### config.mk
export PLATFORM = sky130hd
export DESIGN_NAME = uart_tx_arbiter
export DESIGN_NICKNAME = d
export VERILOG_FILES = /design/src/rtl/acsp_pkg.sv /design/src/rtl/tx_busy_watchdog.sv /design/src/rtl/uart_tx_arbiter.sv
export SDC_FILE = /design/constraint.sdc
export NUM_CORES = 1
export LEC_CHECK = 0
export ABC_AREA = 1
export CAP_MARGIN = 40
export CORE_MARGIN = 5
export CORE_UTILIZATION = 48
export CTS_BUF_LIST = sky130_fd_sc_hd__clkbuf_16
export DETAILED_ROUTE_END_ITERATION = 7
export PLACE_DENSITY = 0.85
export SLEW_MARGIN = 20
export SYNTH_ARGS = -nofsm -noshare
export SYNTH_HDL_FRONTEND = slang
export SYNTH_SLANG_ARGS = --single-unit
### constraint.sdc
create_clock -name clock -period 1.95 [get_ports clock]
set_input_delay 0.2925 -clock clock [delete_from_list [all_inputs] [get_ports clock]]
set_output_delay 0.2925 -clock clock [all_outputs]
set_load 0.05 [all_outputs]
### src/rtl/acsp_pkg.sv
// Shared types and constants for the acquisition/control serial path.
package acsp_pkg;

    localparam int UART_W = 8;

    typedef enum logic [1:0] {
        IDLE,
        FIRE,
        WAIT_RISE,
        WAIT_FALL
    } arb_state_t;

    typedef enum logic {
        SRC_META,
        SRC_SMP
    } tx_src_t;

    // One-hot grant encoding: bit0 = meta, bit1 = sample.
    function automatic logic [1:0] src_onehot(input tx_src_t src);
        return (src == SRC_META) ? 2'b01 : 2'b10;
    endfunction

endpackage

### src/rtl/tx_busy_watchdog.sv
// Watchdog for a UART transmitter that never raises tx_busy after a strobe.
// start arms and zeroes the timer, stop disarms it once busy has been seen,
// clear drops the sticky error flag.
module tx_busy_watchdog #(
    parameter int BUSY_TIMEOUT = 16
) (
    input  logic clock,
    input  logic reset_n,
    input  logic start,
    input  logic stop,
    input  logic clear,
    output logic expired,
    output logic timeout_err
);

    localparam logic [7:0] LIMIT = 8'(BUSY_TIMEOUT - 1);

    logic       armed;
    logic [7:0] timer;
    logic [7:0] timer_nxt;

    // The timer is compared after its increment, so expiry lands on the
    // cycle whose incremented value reaches BUSY_TIMEOUT-1.
    assign timer_nxt = timer + 8'd1;
    assign expired   = armed && !stop && (timer_nxt == LIMIT);

    // Timer: zeroed on start, counts while armed, disarms on stop or expiry.
    always_ff @(posedge clock) begin
        if (!reset_n) begin
            armed <= 1'b0;
            timer <= '0;
        end else if (start) begin
            armed <= 1'b1;
            timer <= '0;
        end else if (armed) begin
            if (stop || expired) begin
                armed <= 1'b0;
            end else begin
                timer <= timer_nxt;
            end
        end
    end

    // Sticky error flag; an explicit clear beats a simultaneous expiry.
    always_ff @(posedge clock) begin
        if (!reset_n) begin
            timeout_err <= 1'b0;
        end else if (clear) begin
            timeout_err <= 1'b0;
        end else if (expired) begin
            timeout_err <= 1'b1;
        end
    end

endmodule

### src/rtl/uart_tx_arbiter.sv
// Shares one UART transmitter between the metadata sender and the sample
// FIFO readout. Meta has fixed priority unless a packet lock is held; a
// byte accepted with last=0 locks the arbiter to its owner until last=1.
module uart_tx_arbiter
    import acsp_pkg::*;
#(
    parameter int SAMPLE_WIDTH = 8,
    parameter int BUSY_TIMEOUT = 16
) (
    input  logic                    clock,
    input  logic                    reset_n,
    input  logic                    meta_valid,
    input  logic [UART_W-1:0]       meta_data,
    input  logic                    meta_last,
    output logic                    meta_ready,
    input  logic                    smp_valid,
    input  logic [SAMPLE_WIDTH-1:0] smp_data,
    input  logic                    smp_last,
    output logic                    smp_ready,
    input  logic                    tx_busy,
    output logic                    trans_en,
    output logic [UART_W-1:0]       tran_data,
    output logic [1:0]              grant,
    output logic                    idle,
    output logic                    timeout_err,
    output logic [15:0]             byte_count,
    input  logic                    clear_stats
);

    arb_state_t        state;
    arb_state_t        state_nxt;
    logic              busy_p0;
    logic              lock_vld;
    tx_src_t           lock_src;
    logic              meta_elig;
    logic              smp_elig;
    logic              accept;
    tx_src_t           acc_src;
    logic              acc_last;
    logic [UART_W-1:0] acc_byte;
    logic [UART_W-1:0] smp_byte;
    logic              wd_start;
    logic              wd_stop;
    logic              wd_expired;
    logic              byte_done;

    // Sample bytes narrower than the UART byte are zero-extended.
    always_comb begin
        smp_byte                   = '0;
        smp_byte[SAMPLE_WIDTH-1:0] = smp_data;
    end

    // Eligibility: the lock owner only, otherwise meta before sample.
    assign meta_elig = !lock_vld || (lock_src == SRC_META);
    assign smp_elig  = lock_vld ? (lock_src == SRC_SMP) : !meta_valid;

    assign accept   = meta_ready || smp_ready;
    assign acc_src  = meta_ready ? SRC_META : SRC_SMP;
    assign acc_last = meta_ready ? meta_last : smp_last;
    assign acc_byte = meta_ready ? meta_data : smp_byte;

    assign wd_start  = (state == FIRE);
    assign wd_stop   = (state == WAIT_RISE) && busy_p0;
    assign byte_done = ((state == WAIT_FALL) && !busy_p0) || wd_expired;

    // tx_busy is registered once; the FSM tracks busy through this copy,
    // which sets the two-cycle gap between busy falling and the next ready.
    always_ff @(posedge clock) begin
        if (!reset_n) begin
            busy_p0 <= 1'b0;
        end else begin
            busy_p0 <= tx_busy;
        end
    end

    // FSM state register.
    always_ff @(posedge clock) begin
        if (!reset_n) begin
            state <= IDLE;
        end else begin
            state <= state_nxt;
        end
    end

    // FSM next-state logic.
    always_comb begin
        state_nxt = state;
        case (state)
            IDLE:      if (accept)          state_nxt = FIRE;
            FIRE:                           state_nxt = WAIT_RISE;
            WAIT_RISE: if (busy_p0)         state_nxt = WAIT_FALL;
                       else if (wd_expired) state_nxt = IDLE;
            WAIT_FALL: if (!busy_p0)        state_nxt = IDLE;
            default:                        state_nxt = IDLE;
        endcase
    end

    // FSM outputs; ready and strobe are forced low while reset is asserted
    // so an in-flight byte is never strobed during the reset cycle.
    always_comb begin
        meta_ready = reset_n && (state == IDLE) && !tx_busy && !busy_p0
                     && meta_elig && meta_valid;
        smp_ready  = reset_n && (state == IDLE) && !tx_busy && !busy_p0
                     && smp_elig && smp_valid;
        trans_en   = reset_n && (state == FIRE);
        idle       = (state == IDLE) && !lock_vld && !tx_busy;
    end

    // Accepted byte and owner are held until the next acceptance.
    always_ff @(posedge clock) begin
        if (!reset_n) begin
            tran_data <= '0;
            grant     <= 2'b00;
        end else if (accept) begin
            tran_data <= acc_byte;
            grant     <= src_onehot(acc_src);
        end
    end

    // Packet lock: last=0 locks to the owner, last=1 releases it.
    always_ff @(posedge clock) begin
        if (!reset_n) begin
            lock_vld <= 1'b0;
            lock_src <= SRC_META;
        end else if (accept) begin
            lock_vld <= !acc_last;
            lock_src <= acc_src;
        end
    end

    // Completed-byte counter, including bytes dropped on watchdog expiry.
    always_ff @(posedge clock) begin
        if (!reset_n) begin
            byte_count <= '0;
        end else if (clear_stats) begin
            byte_count <= '0;
        end else if (byte_done) begin
            byte_count <= byte_count + 16'd1;
        end
    end

    tx_busy_watchdog #(
        .BUSY_TIMEOUT (BUSY_TIMEOUT)
    ) u_watchdog (
        .clock       (clock),
        .reset_n     (reset_n),
        .start       (wd_start),
        .stop        (wd_stop),
        .clear       (clear_stats),
        .expired     (wd_expired),
        .timeout_err (timeout_err)
    );

endmodule

Word-level counts from Yosys, hierarchy flattened --
Index checks and enable logic that the tools add are counted.
Word-level totals: output and inout bits 31, input port bits 24, logic and storage cells 64, register bits 41
Cells by class: bitwise gates (word level) 3, reductions and logical operators 29, muxes and demuxes 13, eq/ne operators 7, $add $sub $neg 2
Operators by type and width (number):
- $add A16 B1 Y16 const B | 1
- $logic_and A1 B1 Y1 | 14
- $mux W2 | 5
- $add A8 B1 Y8 const B | 1
- $eq A8 B4 Y1 const B | 1
- $mux W8 | 1
- $pmux W2 S4 | 1
- $logic_not A1 Y1 | 6
- $mux W1 | 6
- $eq A2 B2 Y1 const B | 2
- $logic_or A1 B1 Y1 | 4
- $ne A2 B2 Y1 const B | 2
- $reduce_or A2 Y1 | 2
- $ne A3 B2 Y1 const B | 1
- $not A1 Y1 | 3
- $reduce_and A3 Y1 | 1
- $eq A2 B1 Y1 const B | 1
- $logic_not A2 Y1 | 1
- $reduce_and A2 Y1 | 1

Logic depth before layout (Yosys ltp) --
word-level depth 9, depth in mapped cells 13, mapped depth without buffers 12

Hierarchy --
Synthesis repeated with hierarchy kept, for this count alone.
Unflattened totals: cells, all modules 323, area total of the unflattened synthesis 2245.9 um^2
Modules (own cells, without submodules):
- uart_tx_arbiter | times used 1, area an instance 1594.0 um^2, cells an instance 222, sequential area each 600.6 um^2
- tx_busy_watchdog | times used 1, area an instance 651.9 um^2, cells an instance 101, sequential area each 200.2 um^2

Least setup slack after synthesis --
Ideal clock, no wire load.
kind reg-to-output, from register state[0], to output idle, data required time 1.657 ns, data arrival time 1.590 ns, stages on the path, launching flop included 4, path buffers 0, path slack 0.067 ns, cells stage by stage dfxtp_1 -> nor2_1 -> inv_1 -> nor3_1
On the way: cells in the longest elaborated chain, start to end 3
Ends and longest elaborated chain:
- start, declared | RTL line uart_tx_arbiter.sv:30 | arb_state_t state;
- start signal, assigned | RTL line uart_tx_arbiter.sv:81 | state <= state_nxt;
- $logic_not A2 Y1 | RTL line uart_tx_arbiter.sv:106 | idle = (state == IDLE) && !lock_vld && !tx_busy;
- $logic_and A1 B1 Y1 (2 in a row) | RTL line uart_tx_arbiter.sv:106
- end, declared | RTL line uart_tx_arbiter.sv:24 | output logic idle,
Every way passes these cells.

Worst setup path in the final report --
from register u_watchdog.timer[0], to register state[1]
On the way: cells in the longest elaborated chain, start to end 5
Ends and longest elaborated chain:
- start, declared | RTL line tx_busy_watchdog.sv:19 | logic [7:0] timer;
- start signal, assigned | RTL line tx_busy_watchdog.sv:39 | timer <= timer_nxt;
- $add A8 B1 Y8 | RTL line tx_busy_watchdog.sv:24 | assign timer_nxt = timer + 8'd1;
- $eq A8 B4 Y1 | RTL line tx_busy_watchdog.sv:25 | assign expired = armed && !stop && (timer_nxt == LIMIT);
- $logic_and A1 B1 Y1 | RTL line tx_busy_watchdog.sv:25
- $ne A3 B2 Y1 (no line)
- $reduce_and A3 Y1 (no line)
Every way passes these cells. A chain may end at the register's enable or synchronous reset.

==> implementation parameters <==
Parameter                              Value

Run status
  Run status ... finished clean

Power and ir drop
  Internal power ... between 1.5 and 2 mW
  Power share of the combinational group ... 29.1%
  Net Sw Frac ... 32.5%
  Sequential share of power ... 37.5%
  Leakage component of the power ... 1.12 nW
  Overall power after layout ... roughly 2.7 mW
  Largest vdd supply drop ... about 0.66 mV
  Sw power ... around 0.9 mW
  Power density over the cells ... 930 nW/um^2
  Clock power share ... 33.4%

Floorplanning
  Total Die Area ... 5720 sq um
  Ports placed on the boundary ... 55
  DIE WIDTH ... 75.7 um
  Initial cell density of the core ... slightly above 50%
  Total number of placement rows ... 23
  Height of the chip ... roughly 76 um
  CORE AREA ... 4090 sq um

Worst setup path
  Buffer and inverter count on the worst path ... 3
  Critical path's most frequent cell ... sky130_fd_sc_hd__nand2_1
  Crit Path Max Fanout ... 6
  Req. time, crit path ... 2.13 ns
  Type of the worst setup path ... register to register
  Arrival time at the worst endpoint ... between 2 and 2.5 ns
  Crit path max-delay family ... simple AND/OR/NAND/NOR gates
  Delay of the slowest cell on the worst path ... 0.36 ns
  Startpoint kind of the worst setup timing path ... register
  Critical path, cell by cell ... ha_2 -> inv_1 -> nand2_1 -> nand2_1 -> nor2_1 -> nand3_1 -> nor2_4 -> nand3_4 -> buf_4 -> nand2_1 -> nand4_1 -> nand2_1 -> inv_1
  Slowest library cell on the worst path ... sky130_fd_sc_hd__dfxtp_4
  Worst Setup End Kind ... register

Placement
  Cells after DPL ... between 400 and 500
  Port bufs ... 54
  Instance area after placement ... 2720 sq um
  Gp weighted congestion ... 0.889
  Worst Setup Slack post-DPL ... about 0.045 ns
  Estimated wirelength of the detail-placed design ... 3.59 mm

Job
  Number of max-cap violations ... 0

Final layout
  Utilization after layout ... 71.3%
  Non-filler instance count after layout ... between 400 and 500
  Share of post-route cells with drive strength above 1 ... between 10% and 20%
  Total Nets Final ... 395
  Antenna diode count ... 0
  P&R area growth vs syn ... 40.8%
  Finished layout cell area ... 2910 sq um

Synth
  Synth top area cells ... sky130_fd_sc_hd__dfxtp_1 39%, sky130_fd_sc_hd__nand2_1 16%, sky130_fd_sc_hd__nor2_1 7.6%
  Area share of the largest cell type after synthesis ... 38.7%
  Cell variety after synth ... 30
  Top FF cell, synth ... sky130_fd_sc_hd__dfxtp_1
  Most common library cells after synthesis ... 89 x sky130_fd_sc_hd__nand2_1, 42 x sky130_fd_sc_hd__nor2_1, 40 x sky130_fd_sc_hd__dfxtp_1
  Sequential-to-total area share from yosys stat ... 38.7%
  Async set-or-reset flop fraction in the synthesized netlist ... 0%
  Dominant cell by count in the synthesized netlist ... sky130_fd_sc_hd__nand2_1
  Syn Std Cell Area ... 2070 sq um
  Post-Syn Nets ... 331
  Post-synthesis instance total ... 304
  Post-Synthesis Mean Instance Area ... between 6 and 7 sq um
  Cell type with the largest total area after synthesis ... sky130_fd_sc_hd__dfxtp_1
  Total of flip-flops plus latches after synthesis ... 40
  Number of enable flip-flop cells after synthesis ... 0
  Count of yosys warnings during synthesis ... 0

Clocking
  Number of buffers between clock root and the deepest sink ... 2
  TritonCTS clock tree ... yes
  H-tree depth ... 2
  Post-cts hold buffer count ... 0
  Buffer type at the clock tree root ... sky130_fd_sc_hd__clkbuf_16
  Clock slew at the register clock pins of the worst setup and hold paths ... 0.06 ns
  Number of CTS-inserted buffers ... 5
  Insertion delay to the later sink of the worst-skew pair ... 0.28 ns
  Sink count of the clock tree ... 40

Global routing
  Via count of the first global-routing pass ... 2081
  Maximum number of pins on one net before global-route repair ... 28
  First-pass GRT wire length ... 8.36 mm
  Global-route usage over all layers ... 18.9%
  Final global-route overflow total ... 0
  Number of antenna violations at the first check in global routing ... 0

Worst hold path
  Min-delay worst type ... register to register

Timing
  Minimum period implied by the final worst setup slack ... between 1.5 and 2 ns
  Worst-case headroom to the max-slew limit ... 63.8%
  Final hold slack ... 0.455 ns
  Max frequency ... around 540 MHz
  Fin. Hold Viols ... 0
  Final worst clock skew ... about 0.0037 ns
  Pins over their slew limit ... 0
  Final worst setup slack ... 0.101 ns
  Final setup vio count ... 0
  Share of the clock period used by the worst path after layout ... 94.8%
  Actual transition at the worst max-transition pin ... 0.541 ns
  Total Neg Setup Slack ... 0 ns

Route
  Vias ... around 2200
  Routed length per instance ... ~12 um
  Detailed-router iteration count before antenna repair ... 4
  Via-per-instance ratio ... 5.16
  Final antenna-violating net count ... 0
  Detailed-route wire length ... 5.03 mm
  First DRT Iteration DRCs ... 169
  Post-route DRC violation count ... 0
worst reg2reg max path: cells and delay by family (launching register included):
family / cells / cell delay, ns
simple gates: 9 / 0.91
buf+inv: 3 / 0.26
flops: 1 / 0.36
fa+ha+maj: 1 / 0.20
sequential cells by signal (all words and copies together) (netlist names):
signal and cells:
busy_p0 1, byte_count 16, grant 2, lock_vld 1, state 2, tran_data 8
u_watchdog.armed 1, u_watchdog.timeout_err 1, u_watchdog.timer 8
kinds of logic (layout without fill, tap and decap cells):
kind of cell	after synthesis	in the layout	share of synthesized area, %
AND/OR/NAND/NOR	179	180	38.0
flip-flops	40	40	38.7
adder cells (fa/ha/maj)	3	3	1.81
AO/OA/AOI/OAI	41	41	11.4
XOR/XNOR	4	4	1.69
buffers and inverters	37	101	8.34
layout make-up:
| type | count | area, sq um |
|---|---|---|
| clock buffers | 5 | 125 |
| clock inverters | 3 | 38.8 |
| fillers | 343 | 1170 |
| inverters | 30 | 113 |
| multi-input cells | 228 | 1120 |
| flip-flops and latches | 40 | 806 |
| well taps | 50 | 62.6 |
| repair buffers | 63 | 646 |
power groups by stage:
| stage | sequential, mW | clock (mW) | combinational, mW |
|---|---|---|---|
| after detailed placement | 1.02 | 0 | 0.767 |
| after floorplan | 1.07 | 0 | 0.460 |
| after CTS | 1.01 | 0.924 | 0.781 |
| after global placement | 1.02 | 0 | 0.753 |
| after global routing | 1.03 | 0.953 | 0.879 |
| final | 1.02 | 0.905 | 0.789 |
worst paths after layout:
path | from | endpoint | slack [ns] | cells past startpoint
worst max-delay path | u_watchdog.timer[0]$_SDFFE_PP0P_ | state[1]$_SDFFE_PN0P_ | 0.10 | 13
worst min-delay path | u_watchdog.timeout_err$_SDFFE_PP0P_ | u_watchdog.timeout_err$_SDFFE_PP0P_ | 0.46 | 2
worst min register to register | u_watchdog.timeout_err$_SDFFE_PP0P_ | u_watchdog.timeout_err$_SDFFE_PP0P_ | 0.46 | 2
worst max register to register | u_watchdog.timer[0]$_SDFFE_PP0P_ | state[1]$_SDFFE_PN0P_ | 0.10 | 13
placed cells by master, fill, tap and decap left out, drive strengths merged:
master,instances
dfxtp,40
nor4,1
inv,31
bufinv,1
a31oi,9
o21ai,6
nand3b,2
clkinv,1
o21bai,1
xnor2,4
a21oi,24
nand3,25
nor3,4
buf,14
nand4,4
ha,3
nor2,46
o21a,1
or2,2
clkbuf,5
clkdlybuf4s50,49
nand2,96
per-layer routing:
| layer | track usage [%] | up-vias | routed length, um |
|---|---|---|---|
| li1 | - | 1111 | - |
| met1 | 20.0 | 974 | 1980 |
| met2 | 33.5 | 71 | 2510 |
| met3 | 8.31 | 6 | 481 |
| met4 | 6.21 | 0 | 58 |
| met5 | 0 | - | 0 |
repair_timing:
item                                    4_1_cts  5_1_grt
endpoints found under the setup margin        0       28
hold endpoints to repair                      0        0
setup buffers                                 0        0
gates resized for setup                       0        8
No activity file was read; power rests on OpenSTA's default activity.
==> RTL change (config.mk and constraints unchanged) <==
Encoding of `arb_state_t`: now one-hot (4 bits for 4 states).
--- a/src/rtl/acsp_pkg.sv
+++ b/src/rtl/acsp_pkg.sv
@@ -4,9 +4,9 @@
     localparam int UART_W = 8;
 
-    typedef enum logic [1:0] {
-        IDLE,
-        FIRE,
-        WAIT_RISE,
-        WAIT_FALL
+    typedef enum logic [3:0] {
+        IDLE      = 4'b0001,
+        FIRE      = 4'b0010,
+        WAIT_RISE = 4'b0100,
+        WAIT_FALL = 4'b1000
     } arb_state_t;
 
Check against the original RTL: no difference found for any inputs over 10 cycles, from zero or initial values and one cycle with reset_n low; not proved beyond that.
==> RTL change against the unedited design <==
Worst hold slack better by 0.017 ns. Sequential cell count rose by 2. Routed wire length grew 18%. Clock skew is 0.0028 ns higher. Synthesized area is 10% higher. Worst setup slack worse by 0.040 ns. Cell area is 8.7% higher. Critical endpoint is now byte_count[5].
Power is not compared: it rests on default switching activity, and its combinational part moved more than twofold at a synthesized area within 25%.
==> RTL change: results (changes against the unedited design) <==
Run status
  – Status: finished clean

Global routing
  – Largest net degree at the start of global routing: 19 (-32%)
  – GRT Overall Usage: 19.03% (+0.14 points)
  – First-pass GRT wire length: 9.570 mm (+14%)
  – Vias in the first global route: 2232 (+7.3%)
  – Initial antenna violation count: 0 (unchanged)

Setup path
  – Max incr delay on CP: 0.86 ns (+0.50 ns)
  – Arr. time, crit path: 1.60 ns (-0.43 ns)
  – Slack of the worst reg-to-reg path: 0.16 ns (+0.06 ns)
  – Delay-heaviest family, CP: buffers and inverters
  – Maximum fanout along the worst path: 6 (unchanged)
  – Worst reg2reg path endpoint: byte_count[11]$_SDFFE_PP0P_
  – Cells on worst reg2reg path: 11 (-2)
  – Worst reg2reg path startpoint: u_watchdog.timer[0]$_SDFFE_PP0P_
  – Critical-path top delay cell: clkdlybuf4s50_1

Route
  – Avg WL per Cell: 13.56 um (+13%)
  – Vias per cell: 5.417 (+5.0%)
  – DRT iter0 DRCs: 122 (-28%)
  – First drt pass iteration count: 5 (+1)

Synthesis
  – Post-Syn Area: 2285 um2 (+10%)
  – Top cells by area, synth: dfxtp_1, nand3_1, nand2_1
  – Seq/Total Area, Yosys: 36.80% (-1.9 points)
  – Post-synth top cells: nand2_1, nand3_1, dfxtp_1
  – Yosys top cell area share: 36.80% (-1.9 points)
  – Unique cell type count in the Yosys netlist: 33 (+10%)
  – Yosys warning total: 0 (unchanged)
  – Mapped Nets: 342 (+3.3%)

Pwr
  – Max IR drop VDD: between 0.4 and 0.5 mV
  – LEAKAGE: around 0.0012 uW

Timing
  – Least-Margin Pin Slew: 0.6733 ns (+0.1326 ns)
  – Hold_ws: 0.4728 ns (+0.01746 ns)
  – Skew final: 0.006473 ns (+0.002784 ns)
  – Final hold vios: 0 (unchanged)

Final layout
  – Layout cells sized above 1: 14.92% (+2.5 points)
  – Fillers: 360 (+5.0%)
  – Nets: 408 (+3.3%)
  – Biggest regs: byte_count (16), tran_data (8), u_watchdog.timer (8)
  – Diode count: 0 (unchanged)

Min path
  – Hold_sp: u_watchdog.timeout_err$_SDFFE_PP0P_
  – Worst hold path type: flop to flop
  – WHS Endpoint: u_watchdog.timeout_err$_SDFFE_PP0P_
  – Hold depth: 2 (unchanged)

Clock network
  – Max clock buf depth: 2 (unchanged)
  – Clock buffer count from CTS: 5 (unchanged)
  – Worst skew pair latency: 0.28 ns (about the same)
  – Root buf cell: clkbuf_16
  – H-tree levels: 2 (unchanged)

Placement
  – Placer Congestion: 0.8568 (-3.7%)
  – DP Wirelength: 4.194 mm (+17%)
RTL change: changes by cell type after synthesis, moves of 6 or more:
cell and change:
nor2_1 -16, xor2_1 +8, nand3_1 +22, nand2_2 +7, a21oi_2 +6, nand2_1 -30, nand4_1 +7
RTL change: power by group through the flow:
stage | Combinational [uW] | Clock [uW] | Sequential (uW)
detailed placement | 235 | 0 | 906
floorplan | 94.1 | 0 | 933
CTS | 237 | 787 | 888
global placement | 231 | 0 | 906
global route | 253 | 827 | 890
finish | 236 | 777 | 888
RTL change: through the flow:
stage	setup slack, ns	std cells	total power (uW)	cell area [um2]
4_1_cts	0.06417	432	1912	3092
5_1_grt	0.0001847	436	1970	3168
6_report	0.06158	436	1901	3168
3_5_place_dp	0.06430	424	1141	2954
2_1_floorplan	0.02120	315	1027	2285
3_3_place_gp	0.1746	424	1137	2954
RTL change: logic make-up (layout without fill, tap and decap cells):
family,Yosys count,after routing,share of synthesized area [%]
XOR/XNOR,14,14,5.367
buffers and inverters,43,110,7.777
AND/OR/NAND/NOR,172,172,36.80
adder cells (fa/ha/maj),3,3,1.643
flip-flops,42,42,36.80
AO/OA/AOI/OAI,41,41,11.61
RTL change: cell type report:
type / count / area share, %
multi-input cells: 230 / 40.64
flip-flops and latches: 42 / 26.54
repair buffers: 67 / 22.20
inverters: 35 / 4.147
clock buffers: 5 / 3.949
well taps: 54 / 2.133
clock inverters: 3 / 0.3949
RTL change: how the worst max path moves through the flow:
stage / slack, ns / from / endpoint / cells past startpoint
2_1_floorplan: 0.02 / state[3]$_SDFFE_PN0P_ / idle / 3
3_3_place_gp: 0.17 / reset_n / u_watchdog.timeout_err$_SDFFE_PP0P_ / 6
3_5_place_dp: 0.06 / reset_n / tran_data[6]$_SDFFE_PN0P_ / 10
4_1_cts: 0.06 / byte_count[8]$_SDFFE_PP0P_ / byte_count[8] / 1
5_1_grt: 0.0002 / u_watchdog.timer[1]$_SDFFE_PP0P_ / byte_count[1]$_SDFFE_PP0P_ / 10
6_report: 0.06 / byte_count[5]$_SDFFE_PP0P_ / byte_count[5] / 1
RTL change: timing repair:
item / CTS / global route
endpoints found under the hold margin: 0 / 0
resized for setup: 0 / 7
buffers inserted: 0 / 4
hold buffers: 0 / 0
setup endpoints to repair: 0 / 12
RTL change: metal layers:
metal / global-route usage [%] / share of wire, % / routed length (um) / up-vias
li1: - / - / - / 1182
met1: 20.34 / 40 / 2376 / 1080
met2: 33.92 / 50 / 2949 / 86
met3: 5.669 / 7.7 / 456 / 14
met4: 9.278 / 2.2 / 129 / 0
met5: 0 / 0 / 0 / -
